[config.mk]
export PLATFORM = sky130hd
export DESIGN_NAME = muldiv_unit
export DESIGN_NICKNAME = d
export VERILOG_FILES = /design/src/rtl/muldiv_unit.sv
export SDC_FILE = /design/constraint.sdc
export NUM_CORES = 1
export LEC_CHECK = 0
export BUFFER_PORTS_ARGS = -buffer_cell sky130_fd_sc_hd__buf_2
export CAP_MARGIN = 5
export CORE_MARGIN = 3
export CORE_UTILIZATION = 55
export DETAILED_ROUTE_END_ITERATION = 8
export PLACE_DENSITY = 0.74
export SLEW_MARGIN = 10
export SYNTH_ARGS = -nofsm -noshare
export SYNTH_HDL_FRONTEND = slang
export SYNTH_SLANG_ARGS = --single-unit
[constraint.sdc]
create_clock -name clk_i -period 3.44 [get_ports clk_i]
set_clock_uncertainty 0.15 [all_clocks]
set_input_delay 0.688 -clock clk_i [delete_from_list [all_inputs] [get_ports clk_i]]
set_output_delay 0.688 -clock clk_i [all_outputs]
set_load 0.01 [all_outputs]
[src/rtl/muldiv_unit.sv]
// Iterative RV32M multiply/divide unit: shift-add multiply and restoring divide,
// fixed latency of XLEN+3 cycles from acceptance to the done pulse.
module muldiv_unit #(
  parameter int unsigned XLEN = 32
) (
  input  logic            clk_i,
  input  logic            rst_i,
  input  logic            start_i,
  input  logic [2:0]      op_i,
  input  logic [XLEN-1:0] src1,
  input  logic [XLEN-1:0] src2,
  input  logic            flush_i,
  output logic            busy_o,
  output logic            done_o,
  output logic [XLEN-1:0] Result_o
);

  localparam int unsigned CW = $clog2(XLEN);
  localparam logic [CW-1:0] LAST_STEP = CW'(XLEN - 1);
  localparam logic [XLEN-1:0] MIN_INT = {1'b1, {(XLEN-1){1'b0}}};

  localparam logic [2:0] OP_MUL    = 3'd0;
  localparam logic [2:0] OP_MULH   = 3'd1;
  localparam logic [2:0] OP_MULHSU = 3'd2;
  localparam logic [2:0] OP_MULHU  = 3'd3;
  localparam logic [2:0] OP_DIV    = 3'd4;
  localparam logic [2:0] OP_DIVU   = 3'd5;
  localparam logic [2:0] OP_REM    = 3'd6;
  localparam logic [2:0] OP_REMU   = 3'd7;

  typedef enum logic [2:0] {
    S_IDLE,
    S_PREP,
    S_CALC,
    S_FIX,
    S_DONE
  } state_t;

  state_t              state_q, state_d;
  logic [2:0]          op_q, op_d;
  logic [XLEN-1:0]     op1_q, op1_d;
  logic [XLEN-1:0]     op2_q, op2_d;
  logic [XLEN-1:0]     a_q, a_d;
  logic [XLEN-1:0]     b_q, b_d;
  logic [2*XLEN-1:0]   acc_q, acc_d;
  logic                neg_q, neg_d;
  logic [CW-1:0]       cnt_q, cnt_d;
  logic [XLEN-1:0]     result_q, result_d;

  logic                signed1, signed2, s1, s2;
  logic [XLEN:0]       mul_sum;
  logic [2*XLEN-1:0]   mul_next;
  logic [XLEN:0]       rem_sh;
  logic [XLEN:0]       div_diff;
  logic [2*XLEN-1:0]   div_next;
  logic [2*XLEN-1:0]   prod;
  logic [XLEN-1:0]     quot, rem;
  logic                div_zero, div_ovf;
  logic [XLEN-1:0]     fix_val;

  // State register
  always_ff @(posedge clk_i) begin
    if (rst_i) state_q <= S_IDLE;
    else       state_q <= state_d;
  end

  // Next-state logic
  always_comb begin
    state_d = state_q;
    unique case (state_q)
      S_IDLE: if (start_i) state_d = S_PREP;
      S_PREP: state_d = S_CALC;
      S_CALC: if (cnt_q == LAST_STEP) state_d = S_FIX;
      S_FIX:  state_d = S_DONE;
      S_DONE: state_d = S_IDLE;
      default: state_d = S_IDLE;
    endcase
    if (flush_i) state_d = S_IDLE;
  end

  // Outputs
  always_comb begin
    busy_o   = (state_q != S_IDLE);
    done_o   = (state_q == S_DONE) && !flush_i;
    Result_o = result_q;
  end

  // Operand sign decode and per-step arithmetic
  always_comb begin
    signed1 = (op_q == OP_MULH) || (op_q == OP_MULHSU) || (op_q == OP_DIV) || (op_q == OP_REM);
    signed2 = (op_q == OP_MULH) || (op_q == OP_DIV) || (op_q == OP_REM);
    s1      = signed1 && op1_q[XLEN-1];
    s2      = signed2 && op2_q[XLEN-1];

    // Multiplier is consumed LSB-first from b_q; carry lives only inside mul_sum.
    mul_sum  = {1'b0, acc_q[2*XLEN-1:XLEN]} + (b_q[0] ? {1'b0, a_q} : '0);
    mul_next = {mul_sum, acc_q[XLEN-1:1]};

    // Dividend bits stream in MSB-first from a_q; {rem, quot} share the accumulator.
    rem_sh   = {acc_q[2*XLEN-1:XLEN], a_q[XLEN-1]};
    div_diff = rem_sh - {1'b0, b_q};
    if (!div_diff[XLEN]) div_next = {div_diff[XLEN-1:0], acc_q[XLEN-2:0], 1'b1};
    else                 div_next = {rem_sh[XLEN-1:0], acc_q[XLEN-2:0], 1'b0};
  end

  // Sign fix-up and result select
  always_comb begin
    prod     = neg_q ? ('0 - acc_q) : acc_q;
    quot     = neg_q ? ('0 - acc_q[XLEN-1:0]) : acc_q[XLEN-1:0];
    rem      = neg_q ? ('0 - acc_q[2*XLEN-1:XLEN]) : acc_q[2*XLEN-1:XLEN];
    div_zero = (op2_q == '0);
    div_ovf  = ((op_q == OP_DIV) || (op_q == OP_REM)) && (op1_q == MIN_INT) && (op2_q == '1);
    fix_val  = '0;
    unique case (op_q)
      OP_MUL:                       fix_val = prod[XLEN-1:0];
      OP_MULH, OP_MULHSU, OP_MULHU: fix_val = prod[2*XLEN-1:XLEN];
      OP_DIV, OP_DIVU: begin
        if (div_zero)     fix_val = '1;
        else if (div_ovf) fix_val = MIN_INT;
        else              fix_val = quot;
      end
      OP_REM, OP_REMU: begin
        if (div_zero)     fix_val = op1_q;
        else if (div_ovf) fix_val = '0;
        else              fix_val = rem;
      end
      default: fix_val = '0;
    endcase
  end

  // Datapath next-state
  always_comb begin
    op_d     = op_q;
    op1_d    = op1_q;
    op2_d    = op2_q;
    a_d      = a_q;
    b_d      = b_q;
    acc_d    = acc_q;
    neg_d    = neg_q;
    cnt_d    = cnt_q;
    result_d = result_q;
    unique case (state_q)
      S_IDLE: begin
        if (start_i && !flush_i) begin
          op_d  = op_i;
          op1_d = src1;
          op2_d = src2;
        end
      end
      S_PREP: begin
        a_d   = s1 ? ('0 - op1_q) : op1_q;
        b_d   = s2 ? ('0 - op2_q) : op2_q;
        neg_d = (op_q[2] && op_q[1]) ? s1 : (s1 ^ s2);
        acc_d = '0;
        cnt_d = '0;
      end
      S_CALC: begin
        cnt_d = cnt_q + 1'b1;
        if (op_q[2]) begin
          acc_d = div_next;
          a_d   = a_q << 1;
        end else begin
          acc_d = mul_next;
          b_d   = b_q >> 1;
        end
      end
      S_FIX: begin
        if (!flush_i) result_d = fix_val;
      end
      default: ;
    endcase
  end

  always_ff @(posedge clk_i) begin
    if (rst_i) begin
      op_q     <= '0;
      op1_q    <= '0;
      op2_q    <= '0;
      a_q      <= '0;
      b_q      <= '0;
      acc_q    <= '0;
      neg_q    <= 1'b0;
      cnt_q    <= '0;
      result_q <= '0;
    end else begin
      op_q     <= op_d;
      op1_q    <= op1_d;
      op2_q    <= op2_d;
      a_q      <= a_d;
      b_q      <= b_d;
      acc_q    <= acc_d;
      neg_q    <= neg_d;
      cnt_q    <= cnt_d;
      result_q <= result_d;
    end
  end

endmodule

=== Word level (Yosys, flattened, before mapping) ===
Cells that the tools add are included.

* Register bits: 236
* Input port bits: 71
* Output and inout bits: 34

* $add $sub $neg: 8
* Equality and inequality tests: 18
* Multiplexer cells: 23
* Bitwise logic cells: 2
* Reduce and logical (&&, ||, !) cells: 28

{| class="wikitable"
|+ Operator list
! kind !! count
|-
| $mux 32 || 11
|-
| $mux 64 || 3
|-
| $pmux 32 s2 || 2
|-
| $pmux 32 s4 || 1
|-
| $pmux 64 s2 || 1
|-
| $sub 1x32->32 const A || 4
|-
| $eq 32x32->1 const B || 2
|-
| $sub 1x64->64 const A || 1
|-
| $add 32x32->33 || 1
|-
| $sub 33x32->33 || 1
|-
| $logic_not 32->1 || 1
|-
| $eq 3x3->1 const B || 5
|-
| $eq 3x2->1 const B || 4
|-
| $pmux 3 s4 || 1
|-
| $pmux 5 s2 || 1
|-
| $reduce_and 2->1 || 5
|-
| $ne 2x2->1 const B || 4
|-
| $logic_and 1x1->1 || 7
|-
| $eq 3x1->1 const B || 2
|-
| $logic_not 3->1 || 2
|-
| $logic_or 1x1->1 || 6
|-
| $mux 3 || 2
|-
| $reduce_or 2->1 || 3
|-
| $add 5x1->5 const B || 1
|-
| 8 further kinds || 8
|}

=== Logic depth before layout (Yosys ltp) ===
* Depth in word-level cells: 7
* Depth in mapped cells: 15
* Mapped depth without buffers: 14

=== Worst setup path after synthesis ===
Ideal clock, no wire load.

* Path kind: reg2reg
* From: register a_q[31]
* To: register acc_q[37]
* Setup time: 0.120 ns
* Arrival: 3.289 ns
* Slack: -0.118 ns
* Stages on the path, launching flop included: 15
* Path buffers: 1
* Period minus slack after synthesis: 3.558 ns
* Path through: dfxtp_1 inv_1 ha_1 fa_1 nand2b_1 a21oi_1 o21ai_0 a21oi_1 o211ai_1 nand2_1 a221oi_1 xnor2_1 clkbuf_1 nor2_1 o31a_1

* Longest elaborated chain between the ends: 4

{| class="wikitable"
|+ Ends and longest elaborated chain
! item !! line !! RTL
|-
| from (decl) || 43 || <nowiki>logic [XLEN-1:0] a_q, a_d;</nowiki>
|-
| from (signal assigned) || 179 || <nowiki>a_q <= '0;</nowiki>
|-
| from (signal assigned) || 189 || <nowiki>a_q <= a_d;</nowiki>
|-
| $sub 33x32->33 || 101 || <nowiki>div_diff = rem_sh - {1'b0, b_q};</nowiki>
|-
| $mux 64 || 102 || <nowiki>if (!div_diff[XLEN]) div_next = {div_diff[XLEN-1:0], acc_q[XLEN-2:0], 1'b1};</nowiki>
|-
| $mux 64 || 159 || <nowiki>if (op_q[2]) begin</nowiki>
|-
| $pmux 64 s2 || 142 || <nowiki>unique case (state_q)</nowiki>
|-
| to (signal assigned) || 181 || <nowiki>acc_q <= '0;</nowiki>
|-
| to (signal assigned) || 191 || <nowiki>acc_q <= acc_d;</nowiki>
|-
| to (decl) || 45 || <nowiki>logic [2*XLEN-1:0] acc_q, acc_d;</nowiki>
|}

Every way passes these cells.
A chain may end at the register's enable or synchronous reset.

=== Worst setup path after layout ===
* From: register acc_q[24]
* To: register result_q[2] (netlist: Result_o[2])

* Longest elaborated chain between the ends: 3

{| class="wikitable"
|+ Ends and longest elaborated chain
! item !! line !! RTL
|-
| $sub 1x64->64 || 108 || <nowiki>prod = neg_q ? ('0 - acc_q) : acc_q;</nowiki>
|-
| $mux 64 || 108 ||
|-
| $pmux 32 s4 || 114 || <nowiki>unique case (op_q)</nowiki>
|-
| to (signal assigned) || 194 || <nowiki>result_q <= result_d;</nowiki>
|-
| to (decl) || 48 || <nowiki>logic [XLEN-1:0] result_q, result_d;</nowiki>
|}

Every way passes these cells.

==> summary.md <==
| Metric | Value |
|---|---|
| Synth Area in XOR/XNOR | `9.02%` |
| Crit-path max FO | `5` |
| Max cap viols | `0` |
| Post-synthesis cell area | `approximately 17,000 um2` |
| Reg clk slew, reported paths | `0.06 ns` |
| Final ANT Viol Nets | `0` |
| Crit path setup slack, layout | `0.00120 ns` |
| Pwr Density | `between 300 and 400 nW/um2` |
| Initial antenna violation count | `0` |
| Post-Place Cells | `2,910` |
| Unrepaired setup endpoints after global routing | `yes` |
| Distinct cells, synth | `just under 80` |
| Mux share of post-synthesis cell area | `under 10%` |
| Core Box Area | `30,800 um2` |
| Setup_tns | `0 ns` |
| Largest stage delay, worst path | `around 0.55 ns` |
| Share of cells above drive strength 1 | `between 15 and 20%` |
| Worst slew margin | `approximately 17%` |
| Pin count of the biggest net entering global routing | `about 120` |
| Initial Util | `roughly 56%` |
| Row count | `64` |
| Final GP Congestion | `about 1.0` |
| Required time of the critical path | `approximately 3.8 ns` |
| Post-synthesis compound-gate area fraction | `a little over a quarter` |
| Post-detailed-routing wire length | `~63,000 um` |
| Critical Path, Cell by Cell | `or4_4 -> or4_4 -> or2_4 -> or3_4 -> o21ai_0 -> buf_4 -> buf_4 -> xor2_1 -> o221ai_1 -> a22o_1` |
| Setup WS pre-CTS | `-0.144 ns` |
| Crit start category | `register` |
| Worst-Skew Late Latency | `slightly below 0.6 ns` |
| Hold Path Sink | `op2_q[19]$_SDFFE_PP0P_` |
| CTS buffer count | `27` |
| Bufs and invs on worst path | `2` |
| Worst r2r dst | `Result_o[2]$_SDFFE_PP0P_` |
| Pleak | `between 8 and 9 nW` |
| Post-Synth Adder-Cell Area | `under 10%` |
| IO buf count | `104` |
| Worst hold path depth | `3` |
| Routed vias/inst | `around 6.3` |
| Overflow after GRT | `0` |
| Status | `finished clean` |
| Initial DRT Pass Iterations | `6` |
| Number of I/O pins | `105` |
| DRC violations left | `0` |
| # hold bufs at CTS | `0` |
| Worst hold start | `src2[19]` |
| Post-DP HPWL | `between 40,000 and 50,000 um` |
| Global-route wire length before repair | `just under 100,000 um` |
| Ys flop type | `dfxtp_1` |
| Synth Warn # | `0` |
| Number of enable flip-flop cells after synthesis | `0` |
| Overall Power | `around 7.4 mW` |
| Worst R2R Setup Slack | `roughly 0.0012 ns` |
| Vias in the first global route | `between 15k and 20k` |
| RR Startpoint | `acc_q[24]$_SDFFE_PP0N_` |
| Ys async rst share | `0%` |
| Synth top area share | `between 20% and 30%` |
| Worst IR drop on VDD | `roughly 450 uV` |
| Hold Crit Class | `in -> reg` |
| Layout net count | `about 2.7k` |
| Die span in y | `184 um` |
| #FFs+latches synth | `~240` |
| Fill cell count | `between 2k and 3k` |
| Non-Filler Instances | `between 2k and 3k` |
| CTS root buf | `clkbuf_16` |
| Worst reg2reg path depth | `10` |
| Fin. max-slew vios | `0` |
| Die X-Extent | `roughly 180 um` |
| H-tree Lvls | `1` |
| Hold Vio Cnt, Final | `0` |
| Main combinational cell family by area after synthesis | `compound AO/OA/AOI/OAI gates` |
| # setup viols final | `0` |
| Util after Layout | `roughly 68%` |
| Slowest library cell on the worst path | `or4_4` |
| Clock sinks | `between 200 and 250` |
| Diode count | `0` |
| Crit path max-delay family | `simple AND/OR/NAND/NOR gates` |
| Cell count after synthesis | `2,378` |
| Tcrit/Tclk final | `about 100%` |
| Post-Synth Simple-Gate Area | `between 20% and 30%` |
| DR iter-0 viols | `between 2k and 2.5k` |
| Critical Path Sink Type | `register` |
| Area growth syn-to-layout | `19.8%` |
| Post-synth top area cell | `dfxtp_1` |
| Syn nets | `2,523` |
| Commonest non-fill, non-tap cell in the layout | `nor2_1` |
| GRT Resource Usage Total | `35.8%` |
| CTS max path bufs | `3` |
| Commonest non-fill, non-tap cells in the layout | `nor2_1, nand2_1, a21oi_1, dfxtp_1, buf_4` |
| Wire per inst | `21.3 um` |
| WP data arrival | `about 3.8 ns` |
| Sequential element share of the synthesized area | `a little over a quarter` |
| DR vias | `approximately 19k` |
| Critical path class | `reg -> reg` |
| Largest cells by area after synthesis | `dfxtp_1, a21oi_1, nor2_1` |
| CTS tree | `done` |
| Period minus WS final | `3.44 ns` |
| Max Clk Rate | `between 200 and 300 MHz` |
| Mean Syn Cell Area | `7.31 um2` |
| Least-Margin Pin Slew | `1.24 ns` |
| Die area | `between 30,000 and 40,000 um2` |
==> final cells by class <==
cell class                 count  area [um2]  share of cell area (%)
sequential                   236        4750                    22.8
timing repair buffer         319        2260                    10.8
clock buffer                  39         781                    3.75
tap                          396         495                    2.38
clock inverter                11         126                   0.607
inverter                      64         240                    1.15
multi-input combinational   1905       12200                    58.5
==> timing repair <==
item	4_1_cts	5_1_grt
setup buffers	1	6
setup endpoints to repair	41	63
gates cloned	0	3
pin swaps	8	33
resized for setup	13	90
==> per-stage QoR <==
| step | hold slack (ns) | cell area [um2] |
|---|---|---|
| finish | 0.190 | 20800 |
| floorplan | 0.299 | 17400 |
| CTS | 0.177 | 20400 |
| global route | 0.191 | 20800 |
| global placement | 0.286 | 19400 |
| detailed placement | 0.290 | 19400 |
==> per-layer routing <==
| metal | global-route usage (%) | up-vias | routed length, um |
|---|---|---|---|
| met3 | 5.72 | 119 | 5600 |
| met5 | 0 | - | 0 |
| li1 | - | 8876 | - |
| met4 | 10.6 | 0 | 1890 |
| met1 | 53.1 | 8844 | 28800 |
| met2 | 53.6 | 847 | 26900 |
==> cells by family after synthesis <==
group                      after synthesis
buffers and inverters                  237
DFF                                    236
muxes                                   62
xor gates and xnor gates               179
AOI/OAI and AO/OA                      744
and+or+nand+nor                        846
adders and majority gates               74
==> synth_stat cells, types with 14 or more instances <==
library cell / number
o21ai_0: 137
ha_1: 72
o31ai_1: 29
nand4_1: 19
xor2_1: 96
a22oi_1: 31
nor2_1: 299
or4_1: 16
clkbuf_1: 153
and2_1: 44
nor3_1: 45
o221ai_1: 19
o211ai_1: 17
a311oi_1: 17
a21oi_1: 279
nor4_1: 24
nand2_1: 273
a221oi_1: 15
or3_1: 26
a21o_1: 26
inv_1: 64
mux2i_1: 60
nand3_1: 21
a211oi_1: 66
xnor2_1: 83
dfxtp_1: 236
nand2b_1: 26
a31oi_1: 14
==> tightest hold or removal path: cells and delay by family <==
kind	cells	cell delay, ns
buffers and inverters	1	0.10
AO/OA/AOI/OAI	1	0.05
AND/OR/NAND/NOR	1	0.04
==> registers in the layout, indices dropped and copies added, names as in the netlist <==
register,cells
op1_q,32
acc_q,64
state_q,3
neg_q,1
cnt_q,5
op2_q,32
op_q,3
Result_o,32
b_q,32
a_q,32
==> where the power goes <==
group	total [mW]	internal, mW	switching (mW)	leakage (nW)
logic	1.55	0.678	0.872	6.29
registers	2.85	2.79	0.0645	1.92
clock network	2.97	1.73	1.24	0.454
==> how the worst max path moves through the flow <==
| stage | endpoint | startpoint | depth (start not counted) | slack [ns] |
|---|---|---|---|---|
| after detailed placement | Result_o[6]$_SDFFE_PP0P_ | acc_q[24]$_SDFFE_PP0N_ | 11 | -0.14 |
| after floorplan | acc_q[37]$_SDFFE_PP0N_ | a_q[31]$_SDFFE_PP0P_ | 14 | 0.02 |
| after CTS | Result_o[6]$_SDFFE_PP0P_ | acc_q[17]$_SDFFE_PP0N_ | 11 | -0.04 |
| final | Result_o[2]$_SDFFE_PP0P_ | acc_q[24]$_SDFFE_PP0N_ | 10 | 0.001 |
| after global placement | Result_o[6]$_SDFFE_PP0P_ | acc_q[24]$_SDFFE_PP0N_ | 11 | -0.11 |
| after global routing | Result_o[6]$_SDFFE_PP0P_ | acc_q[17]$_SDFFE_PP0N_ | 11 | -0.1 |
Note: power is estimated with default switching activity, not from simulation.
